`src/rtl/spi_cfg_pkg.sv`:
```
// rtl/spi_cfg_pkg.sv - shared types, frame width helper and register map for spi_cfg_regfile
package spi_cfg_pkg;

   typedef enum logic [1:0] {IDLE, SHIFT, DONE} state_e;

   localparam int EN_OUT_LO   = 0;
   localparam int EN_OUT_HI   = 1;
   localparam int PWM_MODE_LO = 2;
   localparam int PWM_MODE_HI = 3;
   localparam int PWM_DUTY    = 4;

   function automatic int frame_w(input int addr_w, input int data_w);
      return 1 + addr_w + data_w;
   endfunction

endpackage

```
`src/rtl/spi_cfg_regfile_sync_edge.sv`:
```
// rtl/spi_cfg_regfile_sync_edge.sv - pin synchronizer with reset value and rise/fall pulses
module spi_sync_edge #(
   parameter int STAGES = 2
) (
   input  logic clk,
   input  logic rst_n,
   input  logic d_i,
   input  logic rst_val_i,
   output logic q_o,
   output logic rise_o,
   output logic fall_o
);

   logic [STAGES-1:0] sync_q;
   logic              prev_q;

   always_ff @(posedge clk or negedge rst_n) begin
      if (!rst_n) begin
         sync_q <= {STAGES{rst_val_i}};
         prev_q <= rst_val_i;
      end else begin
         sync_q <= {sync_q[STAGES-2:0], d_i};
         prev_q <= sync_q[STAGES-1];
      end
   end

   assign q_o    = sync_q[STAGES-1];
   assign rise_o = q_o & ~prev_q;
   assign fall_o = ~q_o & prev_q;

endmodule

```
`src/rtl/spi_cfg_regfile.sv`:
```
// rtl/spi_cfg_regfile.sv - SPI mode-0 configuration register bank
// Optional CIPO read-back is built when SPI_READBACK_EN is defined.
module spi_cfg_regfile
   import spi_cfg_pkg::*;
#(
   parameter int DATA_W      = 8,
   parameter int ADDR_W      = 7,
   parameter int NUM_REGS    = 5,
   parameter int SYNC_STAGES = 2
) (
   input  logic                         clk,
   input  logic                         rst_n,
   input  logic                         sclk,
   input  logic                         copi,
   input  logic                         ncs,
   output logic                         cipo,
   output logic [NUM_REGS*DATA_W-1:0]   reg_q,
   output logic [NUM_REGS-1:0]          wr_strobe,
   output logic                         frame_err
);

   localparam int FRAME_W = frame_w(ADDR_W, DATA_W);
   localparam int HDR_W   = 1 + ADDR_W;
   localparam int CNT_W   = $clog2(FRAME_W + 1);

   logic sclk_s, sclk_rise, sclk_fall;
   logic copi_s, copi_rise, copi_fall;
   logic ncs_s, ncs_rise, ncs_fall;

   spi_sync_edge #(.STAGES(SYNC_STAGES)) u_sync_sclk (
      .clk(clk), .rst_n(rst_n), .d_i(sclk), .rst_val_i(1'b0),
      .q_o(sclk_s), .rise_o(sclk_rise), .fall_o(sclk_fall));
   spi_sync_edge #(.STAGES(SYNC_STAGES)) u_sync_copi (
      .clk(clk), .rst_n(rst_n), .d_i(copi), .rst_val_i(1'b0),
      .q_o(copi_s), .rise_o(copi_rise), .fall_o(copi_fall));
   spi_sync_edge #(.STAGES(SYNC_STAGES)) u_sync_ncs (
      .clk(clk), .rst_n(rst_n), .d_i(ncs), .rst_val_i(1'b1),
      .q_o(ncs_s), .rise_o(ncs_rise), .fall_o(ncs_fall));

   state_e                       state_q, state_d;
   logic [CNT_W-1:0]             cnt_q, cnt_d, cnt_inc;
   logic [FRAME_W-1:0]           shreg_q, shreg_d, shreg_nxt;
   logic [NUM_REGS*DATA_W-1:0]   reg_d;
   logic [NUM_REGS-1:0]          wr_strobe_q, wr_strobe_d;
   logic                         frame_err_q, frame_err_d;
   logic                         wr_rw;
   logic [ADDR_W-1:0]            wr_addr;
   logic [DATA_W-1:0]            wr_data;

   assign shreg_nxt = {shreg_q[FRAME_W-2:0], copi_s};
   assign cnt_inc   = cnt_q + 1'b1;
   assign wr_rw     = shreg_nxt[FRAME_W-1];
   assign wr_addr   = shreg_nxt[DATA_W +: ADDR_W];
   assign wr_data   = shreg_nxt[DATA_W-1:0];

   // ncs rise is checked before sclk rise so a frame ending together with ncs is truncated
   always_comb begin
      state_d     = state_q;
      cnt_d       = cnt_q;
      shreg_d     = shreg_q;
      reg_d       = reg_q;
      wr_strobe_d = '0;
      frame_err_d = 1'b0;
      case (state_q)
         IDLE: begin
            if (ncs_fall) begin
               cnt_d   = '0;
               state_d = SHIFT;
            end
         end
         SHIFT: begin
            if (ncs_rise) begin
               frame_err_d = 1'b1;
               state_d     = IDLE;
            end else if (sclk_rise) begin
               shreg_d = shreg_nxt;
               cnt_d   = cnt_inc;
               if (cnt_inc == CNT_W'(FRAME_W)) begin
                  state_d = DONE;
                  for (int r = 0; r < NUM_REGS; r++) begin
                     if (wr_rw && wr_addr == ADDR_W'(r)) begin
                        reg_d[r*DATA_W +: DATA_W] = wr_data;
                        wr_strobe_d[r]            = 1'b1;
                     end
                  end
               end
            end
         end
         DONE: begin
            if (ncs_rise) state_d = IDLE;
         end
         default: state_d = IDLE;
      endcase
   end

   always_ff @(posedge clk or negedge rst_n) begin
      if (!rst_n) begin
         state_q     <= IDLE;
         cnt_q       <= '0;
         shreg_q     <= '0;
         reg_q       <= '0;
         wr_strobe_q <= '0;
         frame_err_q <= 1'b0;
      end else begin
         state_q     <= state_d;
         cnt_q       <= cnt_d;
         shreg_q     <= shreg_d;
         reg_q       <= reg_d;
         wr_strobe_q <= wr_strobe_d;
         frame_err_q <= frame_err_d;
      end
   end

   assign wr_strobe = wr_strobe_q;
   assign frame_err = frame_err_q;

`ifdef SPI_READBACK_EN
   logic [DATA_W-2:0] tx_q;
   logic              cipo_q, rd_act_q, tx_skip_q;
   logic [DATA_W-1:0] rd_word;
   logic              load_hdr;

   assign load_hdr = (state_q == SHIFT) && !ncs_rise && sclk_rise && (cnt_inc == CNT_W'(HDR_W));

   always_comb begin
      rd_word = '0;
      for (int r = 0; r < NUM_REGS; r++) begin
         if (shreg_nxt[ADDR_W-1:0] == ADDR_W'(r)) rd_word = reg_q[r*DATA_W +: DATA_W];
      end
   end

   // The sclk fall right after the last header bit is skipped so the MSB is still on cipo
   // when the host samples the first data bit.
   always_ff @(posedge clk or negedge rst_n) begin
      if (!rst_n) begin
         tx_q      <= '0;
         cipo_q    <= 1'b0;
         rd_act_q  <= 1'b0;
         tx_skip_q <= 1'b0;
      end else if (ncs_rise || state_q == IDLE) begin
         cipo_q   <= 1'b0;
         rd_act_q <= 1'b0;
      end else if (load_hdr) begin
         rd_act_q          <= !shreg_nxt[ADDR_W];
         tx_skip_q         <= 1'b1;
         {cipo_q, tx_q}    <= shreg_nxt[ADDR_W] ? '0 : rd_word;
      end else if (rd_act_q && sclk_fall) begin
         if (tx_skip_q) tx_skip_q <= 1'b0;
         else           {cipo_q, tx_q} <= {tx_q, 1'b0};
      end
   end

   assign cipo = cipo_q;

   logic unused_pins;
   assign unused_pins = ^{sclk_s, copi_rise, copi_fall, ncs_s};
`else
   assign cipo = 1'b0;

   logic unused_pins;
   assign unused_pins = ^{sclk_s, sclk_fall, copi_rise, copi_fall, ncs_s, shreg_q[FRAME_W-1]};
`endif

endmodule

```
`config.mk`:
```
export PLATFORM = sky130hd
export DESIGN_NAME = spi_cfg_regfile
export DESIGN_NICKNAME = d
export VERILOG_FILES = /design/src/rtl/spi_cfg_pkg.sv /design/src/rtl/spi_cfg_regfile_sync_edge.sv /design/src/rtl/spi_cfg_regfile.sv
export SDC_FILE = /design/constraint.sdc
export NUM_CORES = 1
export LEC_CHECK = 0
export CORE_ASPECT_RATIO = 0.8
export CORE_MARGIN = 1
export CORE_UTILIZATION = 55
export DETAILED_ROUTE_END_ITERATION = 10
export GPL_TIMING_DRIVEN = 0
export PLACE_DENSITY_LB_ADDON = 0.2
export SYNTH_ARGS = -nofsm -noshare
export SYNTH_HDL_FRONTEND = slang
export SYNTH_SLANG_ARGS = --single-unit
```
`constraint.sdc`:
```
create_clock -name clk -period 4.5 [get_ports clk]
set_input_delay 0.9 -clock clk [delete_from_list [all_inputs] [get_ports clk]]
set_output_delay 0.9 -clock clk [all_outputs]
set_load 0.005 [all_outputs]
```
# Word-level counts from Yosys, hierarchy flattened
# Index checks and enable logic that the tools add are counted.
# word_totals
reg_bits,76
# op_classes
addsub,1
eq_ne,13
mux,21
bitwise,7
n_reduce_logical,16
# ops
operator,n
5-bit two-way mux,7
5-bit AND reduction,5
7-bit by 2-bit == test with 1-bit output (second input constant),2
2-bit two-way mux,5
5-bit case mux with 2 select lines,1
2-bit inequality test (second input constant),4
4-bit AND reduction,2
7-bit by 1-bit == test with 1-bit output (second input constant),1
7-bit by 3-bit == test with 1-bit output (second input constant),1
7-bit zero test,1
1-bit two-way mux,7
3-bit inequality test (second input constant),2
2-bit case mux with 3 select lines,1
5-bit by 1-bit adder with 5-bit output (second input constant),1
5-bit == test (second input constant),1
1-bit logical AND,5
1-bit inverter,4
1-bit AND,3
3-bit AND reduction,1
2-bit by 1-bit == test with 1-bit output (second input constant),1
2-bit == test (second input constant),1
2-bit zero test,1
2-bit nonzero test,1

# Logic depth before layout (Yosys ltp)
# depth
word_depth,7
mapped_depth,7

# Worst setup path before layout
# Ideal clock, no wire load.
# synth_timing
path_kind,register to register
from,reg cnt_q[0]
to,reg reg_q[0]
setup_time_ns,0.125
arrival_time_ns,2.034
required_ns,4.375
setup_slack_ns,2.341
stages_incl_launch_ff,7
n_path_buf,0
cell_sequence,dfrtp_1 > ha_1 > nand3_1 > xnor2_2 > o2111ai_2 > nor4_4 > mux2_2
# synth_between
elab_chain_cells,3
# synth_lines
element,line_no,source
from (decl),spi_cfg_regfile.sv:41,"logic [CNT_W-1:0] cnt_q, cnt_d, cnt_inc;"
from (signal assigned),spi_cfg_regfile.sv:106,cnt_q <= cnt_d;
5-bit by 1-bit adder with 5-bit output,spi_cfg_regfile.sv:51,assign cnt_inc = cnt_q + 1'b1;
5-bit == test,spi_cfg_regfile.sv:78,if (cnt_inc == CNT_W'(FRAME_W)) begin
5-bit AND reduction (no source line),--,
to (signal assigned),spi_cfg_regfile.sv:108,reg_q <= reg_d;
to (decl),spi_cfg_regfile.sv:17,"output logic [NUM_REGS*DATA_W-1:0] reg_q,"
# No other way between the ends.
# A chain may end at the register's enable or synchronous reset.

# Worst setup path after layout
# Same ends and word-level chain as after synthesis.

==> results.md <==
- Largest net degree at the start of global routing: 57
- CTS buffer count: 9
- Layout cells sized above 1: between 20% and 30%
- Cells after Synth: between 200 and 250
- Die width: around 85 microns
- Max Cap Viol: 0
- Register clock-pin slew on the reported worst setup and hold paths: ~0.070 ns
- Die footprint: 5870 sq um
- IO Count: 52
- Peak Freq: 391 MHz
- Antenna diodes: 0
- Peak supply drop: about 250 uV
- Pre-antenna DRT Iters: 4
- Worst path required time: 4.73 ns
- Resized Gates After CTS: 0
- Syn_area_per_cell: around 12 sq um
- CTS tree: done
- Synth Register Bits: 76
- DR WL/cell: approximately 16 microns
- Vias in the first global route: just over 2,000
- Root buffer cell: clkbuf_8
- Sum of negative setup slack: 0 ns
- Worst-Margin Slew: roughly 0.65 ns
- Worst-path fanout max: 9
- Core area: 5180 sq um
- First-pass GRT wire length: roughly 9700 microns
- Nets: between 300 and 400
- Site Rows: 23
- # DRC: 0
- Drt total wl: around 6000 microns
- Final total power: 1.50 mW
- Fin crit share: a little under three fifths
- First DRT Iteration DRCs: 120
- CP peak stage delay: roughly 0.54 ns
- Starting density of the core: between 50 and 60%
- Clock Path Buffers: 2
- # setup viols final: 0
- Final Hold Vio Count: 0
- Total gr overflow: 0
- Slowest library cell on the worst path: nor4_4
- Initial antenna violation count: 0
- Global Route Usage Sum: 23.0%
- Post-CTS Setup Bufs: 0
- Minimum clock period: 2.55 ns
- Vias: approximately 2,000
- Clk sinks: 76
- Die height: approximately 69 microns
- P per Cell Area: ~380 nW/um^2
- CP arrival: about 2.8 ns
- Leakage: approximately 1.9 nW
- H-Tree Depth: 3
- Worst path cell trace: ha_1, nand3_1, xnor2_2, o2111ai_2, nor4_4, mux2_2
- Final GP Congestion: about 0.80
- Vias per inst: 5.41
- Most frequent cells in the layout: dfrtp_1 (73), nand2_1 (53), clkdlybuf4s50_1 (49)
- Post-synth cell types: 42
- Startpoint Class: flop
- Yosys Warn Count: 0
- Clock skew: roughly 0.011 ns
- Filler cell count: ~370
- Status: finished clean
- Most common cell after layout, fill and taps aside: dfrtp_1
- Max-slew headroom: between 50% and 60%
- Kind of critical path: flop to flop
- Fin. max-slew vios: 0
- RSZ-0062 raised after global routing: false
- Post-DP HPWL: about 3800 microns
- Worst-skew pair later-pin latency: roughly 0.34 ns
- Syn Nets: roughly 250
- Sequential area share after synthesis: 62.3%
- Reg2Reg Setup Slack: around 1.9 ns
- Port Buffer Count: 50
- Hold buffer count at cts: 0
- Hold crit path type: flop to flop
- Area Growth Syn to Fin: 27.5%
- Worst Setup End Kind: flop
- Synthesized area: between 3000 and 4000 sq um
- Antenna-violating nets left: 0
-- layer usage --
metal | routed length [microns] | part of all wire, % | global-route usage (%)
met5 | 0 | 0 | 0
met3 | 364 | 6.1 | 7.02
met2 | 2880 | 48 | 37.5
met4 | 52 | 0.88 | 10.6
met1 | 2640 | 44 | 28.8
-- flip-flops by register name, indices dropped and copies added, names as in the netlist --
name and cells:
u_sync_copi.sync_q 2, wr_strobe 5, reg_q 40, shreg_q 15, u_sync_ncs.prev_q 1, cnt_q 5, u_sync_sclk.prev_q 1, u_sync_ncs.sync_q 2
u_sync_sclk.sync_q 2, frame_err 1, state_q 2
-- through the flow --
step | hold WS [ns] | std cells | area [sq um] | utilization [%] | setup WS (ns)
2_1_floorplan | 0.331 | 245 | 3060 | - | 2.34
3_3_place_gp | 0.332 | 357 | 3640 | 70.2 | 0.00654
3_5_place_dp | 0.345 | 358 | 3660 | 70.7 | 1.94
4_1_cts | 0.357 | 374 | 3900 | 75.3 | 1.93
5_1_grt | 0.369 | 374 | 3900 | 75.3 | 1.75
6_report | 0.353 | 374 | 3900 | 75.3 | 1.95
-- cells by family after synthesis --
| family | after synthesis | share of synthesized area, % |
|---|---|---|
| and+or+nand+nor | 96 | 15.5 |
| DFF | 76 | 62.3 |
| muxes | 40 | 14.7 |
| AOI/OAI and AO/OA | 18 | 4.34 |
| buffers and inverters | 11 | 1.64 |
| adders and majority gates | 2 | 0.818 |
| other | 1 | 0.123 |
| xor gates and xnor gates | 1 | 0.532 |
-- final cells by class --
| type | count | area (sq um) | area share (%) |
|---|---|---|---|
| Buffer | 11 | 50.0 | 1.28 |
| Clock buffer | 13 | 169 | 4.33 |
| Clock inverter | 3 | 68.8 | 1.76 |
| Multi-Input combinational cell | 158 | 1100 | 28.3 |
| Sequential cell | 76 | 1910 | 48.9 |
| Tap cell | 62 | 77.6 | 1.99 |
| Timing Repair Buffer | 51 | 526 | 13.5 |
-- report_power, final --
group	switching, mW	total (mW)	leakage (nW)	internal [mW]
Sequential	0.0712	0.796	1.03	0.725
Combinational	0.0670	0.112	0.732	0.0453
Clock	0.233	0.592	0.120	0.359
-- cells in the mapped netlist, drive strengths merged --
master   number  area share, %
nand4         3           0.61
and2          2           0.41
o21ba         1           0.33
nor4          1           0.70
dfrtp        73             60
o21ai         5           0.82
or2           2           0.41
o31ai         1           0.25
a31oi         1           0.20
o22ai         1           0.20
clkbuf        5           0.65
nand3         6           0.98
nand2        53            6.5
conb          1           0.12
dfstp         3            2.6
nor3b         2           0.49
a21o          1           0.25
xnor2         1           0.53
a21boi        1           0.25
nand2b        6            1.2
buf           6           0.98
a21oi         2           0.33
and4b         2           0.65
mux2         40             15
o2111a        1           0.37
nor2          8           0.98
nor4b         1           0.29
a32oi         1           0.29
a22o          2           0.57
ha            2           0.82
and3          2           0.41
nor2b         3           0.61
nor3          4            1.0
and2b         1           0.25
o2111ai       1           0.49
-- final timing paths --
check	from	depth (start not counted)	endpoint
setup / recovery	cnt_q[0]$_DFFE_PN0P_	6	reg_q[0]$_DFFE_PN0P_
hold / removal	u_sync_copi.sync_q[0]$_DFF_PN0_	0	u_sync_copi.sync_q[1]$_DFF_PN0_
setup reg to reg	cnt_q[0]$_DFFE_PN0P_	6	reg_q[0]$_DFFE_PN0P_
hold reg to reg	u_sync_copi.sync_q[0]$_DFF_PN0_	0	u_sync_copi.sync_q[1]$_DFF_PN0_
max in group asynchronous	rst_n	2	u_sync_ncs.sync_q[0]$_DFF_PN1_
min in group asynchronous	rst_n	1	reg_q[30]$_DFFE_PN0P_
-- critical path: cells and delay by family (launching register included) --
family	cells	cell delay [ns]
xor gates and xnor gates	1	0.27
adders and majority gates	1	0.33
DFF	1	0.51
and+or+nand+nor	2	0.69
muxes	1	0.40
AOI/OAI and AO/OA	1	0.24
Power figures use the tool's default switching activity.
